### src/rtl/fft_pkg.sv
// ---------------------------------------------------------------------------
// fft_pkg
// Shared definitions for the 128-point radix-2 SDF FFT input controller.
//   FFT_N   : log2 of the transform size (width of cnt_1 and out_idx)
//   FFT_PTS : transform size in points
//   FFT_LAT : pipeline advances from sample accept to that sample's output
//             slot (127-deep delay lines plus 7 stage registers)
//   ctrl_state_t : frame controller states
// ---------------------------------------------------------------------------
package fft_pkg;

  localparam int FFT_N   = 7;
  localparam int FFT_PTS = 128;
  localparam int FFT_LAT = 134;

  typedef enum logic [1:0] {
    IDLE  = 2'd0,
    RUN   = 2'd1,
    DRAIN = 2'd2
  } ctrl_state_t;

endpackage

### src/rtl/fft_tag_delay.sv
// ---------------------------------------------------------------------------
// fft_tag_delay
// LAT-deep 1-bit shift register that travels alongside the FFT datapath and
// marks which pipeline slots hold real samples.
//   clk     : system clock
//   rst     : asynchronous active-high reset, clears every slot
//   en      : shift enable (pipeline advance)
//   din     : bit entering the head slot (1 = real sample, 0 = bubble)
//   tail    : bit in the last slot, i.e. the slot at the pipeline output
//   any_set : at least one slot holds a real sample
// The occupancy flag comes from a running population count updated with the
// bits entering and leaving, so it never needs a LAT-wide OR tree.
// ---------------------------------------------------------------------------
module fft_tag_delay
  import fft_pkg::*;
#(
  parameter int LAT = FFT_LAT
) (
  input  logic clk,
  input  logic rst,
  input  logic en,
  input  logic din,
  output logic tail,
  output logic any_set
);

  localparam int CW = $clog2(LAT + 1);

  logic [LAT-1:0] tag_reg;
  logic [CW-1:0]  pop_reg;

  always_ff @(posedge clk or posedge rst) begin
    if (rst) begin
      tag_reg[0] <= 1'b0;
    end else if (en) begin
      tag_reg[0] <= din;
    end
  end

  genvar gi;
  generate
    for (gi = 1; gi < LAT; gi++) begin : g_tag
      always_ff @(posedge clk or posedge rst) begin
        if (rst) begin
          tag_reg[gi] <= 1'b0;
        end else if (en) begin
          tag_reg[gi] <= tag_reg[gi-1];
        end
      end
    end
  endgenerate

  // Count of set slots: +1 for a real bit entering, -1 for one leaving.
  always_ff @(posedge clk or posedge rst) begin
    if (rst) begin
      pop_reg <= '0;
    end else if (en) begin
      pop_reg <= pop_reg + CW'(din) - CW'(tag_reg[LAT-1]);
    end
  end

  assign tail    = tag_reg[LAT-1];
  assign any_set = (pop_reg != '0);

endmodule

### src/rtl/fft_frame_ctrl.sv
// ---------------------------------------------------------------------------
// fft_frame_ctrl
// Input frame controller for the 128-point radix-2 SDF FFT pipeline.
// Accepts the sample stream, produces the free-running stage-1 counter and
// the pipeline advance enable, tags real samples so the output slots can be
// flagged valid, and zero-fills the pipeline to drain it after a frame.
//   clk       in   system clock
//   rst       in   asynchronous active-high reset
//   in_valid  in   input sample present
//   in_sop    in   first sample of a frame (qualified by in_valid)
//   in_ready  out  sample accepted when in_valid & in_ready
//   stage_en  out  pipeline advance enable for all stages (combinational)
//   cnt_1     out  stage-1 sample counter (registered)
//   out_valid out  pipeline output slot holds a real sample this cycle
//   out_sop   out  first output of a frame
//   out_idx   out  output index within frame (registered, wraps)
//   busy      out  controller not idle
//   err_sop   out  one-cycle protocol-error pulse (registered)
// ---------------------------------------------------------------------------
module fft_frame_ctrl
  import fft_pkg::*;
#(
  parameter int N   = FFT_N,
  parameter int LAT = FFT_LAT
) (
  input  logic         clk,
  input  logic         rst,
  input  logic         in_valid,
  input  logic         in_sop,
  output logic         in_ready,
  output logic         stage_en,
  output logic [N-1:0] cnt_1,
  output logic         out_valid,
  output logic         out_sop,
  output logic [N-1:0] out_idx,
  output logic         busy,
  output logic         err_sop
);

  ctrl_state_t  state_reg, state_next;
  logic [N-1:0] cnt_reg, cnt_next;
  logic [N-1:0] idx_reg;
  logic         err_reg, err_next;
  logic         sample_real;
  logic         tag_tail, tag_any;
  logic         cnt_zero, cnt_last, sop_in;

  assign cnt_zero = (cnt_reg == '0);
  assign cnt_last = (cnt_reg == '1);
  assign sop_in   = in_valid & in_sop;

  always_ff @(posedge clk or posedge rst) begin
    if (rst) begin
      state_reg <= IDLE;
      cnt_reg   <= '0;
      err_reg   <= 1'b0;
    end else begin
      state_reg <= state_next;
      cnt_reg   <= cnt_next;
      err_reg   <= err_next;
    end
  end

  always_comb begin
    state_next  = state_reg;
    in_ready    = 1'b1;
    stage_en    = 1'b0;
    sample_real = 1'b0;
    err_next    = 1'b0;
    case (state_reg)
      IDLE: begin
        // Only a frame start moves the pipeline; stray data is dropped.
        stage_en    = sop_in;
        sample_real = sop_in;
        err_next    = in_valid & ~in_sop;
        if (sop_in) state_next = RUN;
      end
      RUN: begin
        // A missing sample stalls every stage together.
        stage_en    = in_valid;
        sample_real = in_valid;
        err_next    = sop_in & ~cnt_zero;
        if (in_valid && cnt_last) state_next = DRAIN;
      end
      DRAIN: begin
        // Bubbles keep flowing so butterfly timing stays aligned; a new
        // frame can only start on a frame boundary (cnt_1 == 0).
        stage_en = 1'b1;
        in_ready = cnt_zero;
        if (cnt_zero) begin
          sample_real = sop_in;
          err_next    = in_valid & ~in_sop;
          if (sop_in) begin
            state_next = RUN;
          end else if (!tag_any) begin
            state_next = IDLE;
          end
        end
      end
      default: state_next = IDLE;
    endcase
  end

  // The counter stays at zero when falling back to IDLE so the next frame
  // starts from a clean boundary.
  always_comb begin
    cnt_next = cnt_reg;
    if (stage_en && (state_next != IDLE)) cnt_next = cnt_reg + N'(1);
  end

  fft_tag_delay #(
    .LAT(LAT)
  ) u_tag (
    .clk    (clk),
    .rst    (rst),
    .en     (stage_en),
    .din    (sample_real),
    .tail   (tag_tail),
    .any_set(tag_any)
  );

  assign out_valid = stage_en & tag_tail;
  assign out_sop   = out_valid & (idx_reg == '0);

  always_ff @(posedge clk or posedge rst) begin
    if (rst) begin
      idx_reg <= '0;
    end else if (out_valid) begin
      idx_reg <= idx_reg + N'(1);
    end
  end

  assign cnt_1   = cnt_reg;
  assign out_idx = idx_reg;
  assign busy    = (state_reg != IDLE);
  assign err_sop = err_reg;

endmodule
### config.mk
export PLATFORM = sky130hd
export DESIGN_NAME = fft_frame_ctrl
export DESIGN_NICKNAME = d
export VERILOG_FILES = /design/src/rtl/fft_pkg.sv /design/src/rtl/fft_tag_delay.sv /design/src/rtl/fft_frame_ctrl.sv
export SDC_FILE = /design/constraint.sdc
export NUM_CORES = 1
export LEC_CHECK = 0
export CORE_ASPECT_RATIO = 0.75
export CORE_MARGIN = 4
export CORE_UTILIZATION = 25
export CTS_BUF_LIST = sky130_fd_sc_hd__clkbuf_2 sky130_fd_sc_hd__clkbuf_4 sky130_fd_sc_hd__clkbuf_8
export CTS_CLUSTER_DIAMETER = 80
export DETAILED_ROUTE_END_ITERATION = 8
export GPL_ROUTABILITY_DRIVEN = 0
export PLACE_DENSITY = 0.44
export SLEW_MARGIN = 20
export SYNTH_ARGS = -nofsm -noshare
export SYNTH_HDL_FRONTEND = slang
export SYNTH_HIERARCHICAL = 1
export SYNTH_SLANG_ARGS = --single-unit
### constraint.sdc
create_clock -name clk -period 16.1 [get_ports clk]
set_clock_uncertainty 0.05 [all_clocks]
set_input_delay 4.83 -clock clk [delete_from_list [all_inputs] [get_ports clk]]
set_output_delay 4.83 -clock clk [all_outputs]
set_load 0.02 [all_outputs]
==> results.cfg <==
[run_status]
status = complete, no violations

[logic_synthesis]
yosys_register_bits = 159
yosysUniqueCellTypes = 52
synthAdderAreaFrac_pct = 3.12
yosys.area_share.simple_pct = 5.42
synth_edf_count = 0
synth_top_family_by_area = multiplexers
syn_area_per_cell_um2 = 14.6
async_flop_share_pct = 100
postSynthCellCount = 456
synth_compound_area_share_pct = 3.98
ys_seq_area_share_pct = 59.7
synth_nets = 476
synthFlopType = dfrtp_1
synth_xor_area_share_pct = 2.10
synth_area_um2 = 6670
synth_warnings = 6
synthMuxAreaShare_pct = 23.1

[detailed_routing]
first_pass_iters = 4
vias_per_cell = 4.18
detail-route-antenna-nets = 0
avgRoutedWirePerCell_um = 12.0
remaining_drc_errors = 0
vias = 3504
wl_um = 10000
first_iter_violations = 192

[timing]
rsz0062_at_grt = no
maxSlewHeadroom_pct = 34.7
worstMarginPinSlew_ns = 0.979
tns_ns = 0
finalHoldViolations = 0
setup_violations = 0
max_freq_ghz = 0.0825
fin_crit_ns = 12.12
finalCritPeriodShare_pct = 75.3
drv_slew = 0

[floorplan]
core_area_um2 = 26100
die_y_um = 149
dieArea_um2 = 29400
die_w_um = 197
rows = 51
start_util_pct = 25.5
ios = 24

[global_routing]
grt_overflow = 0
grt_usage_pct = 7.66
grt_pass1_vias = 3756
grt_first_pass_wirelength_um = 18300
antenna_found_initial = 0
grt_max_degree = 85

[clock_network]
postCtsHoldBufs = 0
cts_resized = 0
cts.sinks = 159
cts_buffers = 17
clk_latency_ns = 0.44
cts_root_buf = clkbuf_8
h-tree-depth = 4
clockBufferDepth = 2
postCtsSetupRepairBufs = 0
cts_tree = done
clk_pin_slew_worst_paths_ns = 0.08

[setup_path]
endpoint_kind = primary output
critPathLaunchType = input pin
worst-path-max-fanout = 76
worstPathRequired_ns = 11.22
path_class = in2out
critPathArrivalTime_ns = 7.24

[hold_path]
hold_path_class = reg2reg

[cells_and_area]
antenna-diode-count = 0
area_growth_pct = 14.3
drive_gt1_share_pct = 33.8
layout_common_cells = dfrtp_1, mux2_2, clkdlybuf4s50_1, clkbuf_8, mux2_1
largest_reg_flops = 133
layout_commonest_cell = dfrtp_1
layout.nets = 502
fillers = 2592
fin_cells = 838

[power_and_ir_drop]
ir_drop_mv = 0.0533
powerDensity_nw_per_um2 = 131
leakage_nw = 3.64

[place]
portBuffers = 23
place_hpwl_um = 6120
placed_cells = 807

[job]
drv_cap = 0
## where the power goes
| part | switching (mW) | internal, mW | leakage, nW | total (mW) |
|---|---|---|---|---|
| registers | 0.0337 | 0.450 | 2.14 | 0.483 |
| clock network | 0.143 | 0.135 | 0.191 | 0.277 |
| logic | 0.120 | 0.120 | 1.31 | 0.240 |
## synth_stat cells, types with 2 or more instances
| master | instances | share of area [%] |
|---|---|---|
| dfrtp_1 | 159 | 60 |
| mux2_2 | 115 | 19 |
| inv_1 | 19 | 1.1 |
| mux2_1 | 19 | 3.2 |
| buf_2 | 17 | 1.3 |
| ha_1 | 15 | 2.8 |
| xnor2_1 | 15 | 2.0 |
| a21oi_1 | 11 | 0.83 |
| nor2_1 | 10 | 0.56 |
| nand2_1 | 7 | 0.39 |
| o21ai_0 | 5 | 0.38 |
| and3_1 | 4 | 0.38 |
| nand3_1 | 4 | 0.30 |
| nand4_1 | 4 | 0.38 |
| nor2b_1 | 3 | 0.28 |
| nor3_1 | 3 | 0.23 |
| o2111ai_1 | 3 | 0.39 |
| and2b_1 | 2 | 0.23 |
| and4_1 | 2 | 0.26 |
| and4b_1 | 2 | 0.30 |
| mux2_4 | 2 | 0.45 |
| nand3_2 | 2 | 0.30 |
| o22ai_1 | 2 | 0.19 |
| or2_2 | 2 | 0.19 |
| or3_1 | 2 | 0.19 |
## worst max-delay path, stage by stage
cell             delay, ns
clkdlybuf4s50_1       0.62
o21ai_2               0.12
o21ai_4               0.17
buf_4                 0.74
clkdlybuf4s50_1       0.75
## per-layer routing
| layer | vias to the layer above | global-route usage (%) | routed length [um] |
|---|---|---|---|
| met5 | - | 0 | 0 |
| met4 | 0 | 3.85 | 197 |
| met3 | 13 | 2.36 | 278 |
| met2 | 24 | 11.8 | 4520 |
| met1 | 1804 | 9.83 | 5040 |
| li1 | 1663 | - | - |
## worst paths after layout
path	startpoint	to	slack [ns]	depth (start not counted)
setup / recovery	in_valid	stage_en	3.98	5
hold / removal	u_tag/tag_reg[44]$_DFFE_PP0P_	u_tag/tag_reg[44]$_DFFE_PP0P_	0.44	1
setup reg to reg	state_reg[0]$_DFF_PP0_	u_tag/pop_reg[7]$_DFFE_PP0P_	12.83	6
hold reg to reg	u_tag/tag_reg[44]$_DFFE_PP0P_	u_tag/tag_reg[44]$_DFFE_PP0P_	0.44	1
max in group asynchronous	rst	u_tag/tag_reg[60]$_DFFE_PP0P_	9.84	3
min in group asynchronous	rst	u_tag/pop_reg[0]$_DFFE_PP0P_	4.83	2
## through the flow
step	hold slack [ns]	setup WS, ns	power [mW]	area [um^2]	util, %
after floorplan	0.402	5.43	0.673	6670	-
after global placement	0.413	3.98	0.727	7250	27.8
after detailed placement	0.418	3.92	0.733	7250	27.8
after CTS	0.438	3.90	1.02	7620	29.2
after global routing	0.457	3.80	1.07	7620	29.2
final	0.435	3.98	1.00	7620	29.2
## logic make-up (layout without fill, tap and decap cells)
family / after synthesis / in the layout
buffers and inverters: 38 / 76
AOI/OAI and AO/OA: 34 / 34
adders and majority gates: 16 / 16
and+or+nand+nor: 57 / 57
DFF: 159 / 159
xor gates and xnor gates: 16 / 16
muxes: 136 / 136
## area by class of cell
class                   instances  area (um^2)  share of cell area, %
well taps                     344          430                   5.65
repair buffers                 26          253                   3.32
clock buffers                  21          283                   3.71
inverters                      19         76.3                   1.00
multi-input cells             259         2510                   33.0
flip-flops and latches        159         3980                   52.2
clock inverters                10         87.6                   1.15
No activity file was read; power rests on OpenSTA's default activity.
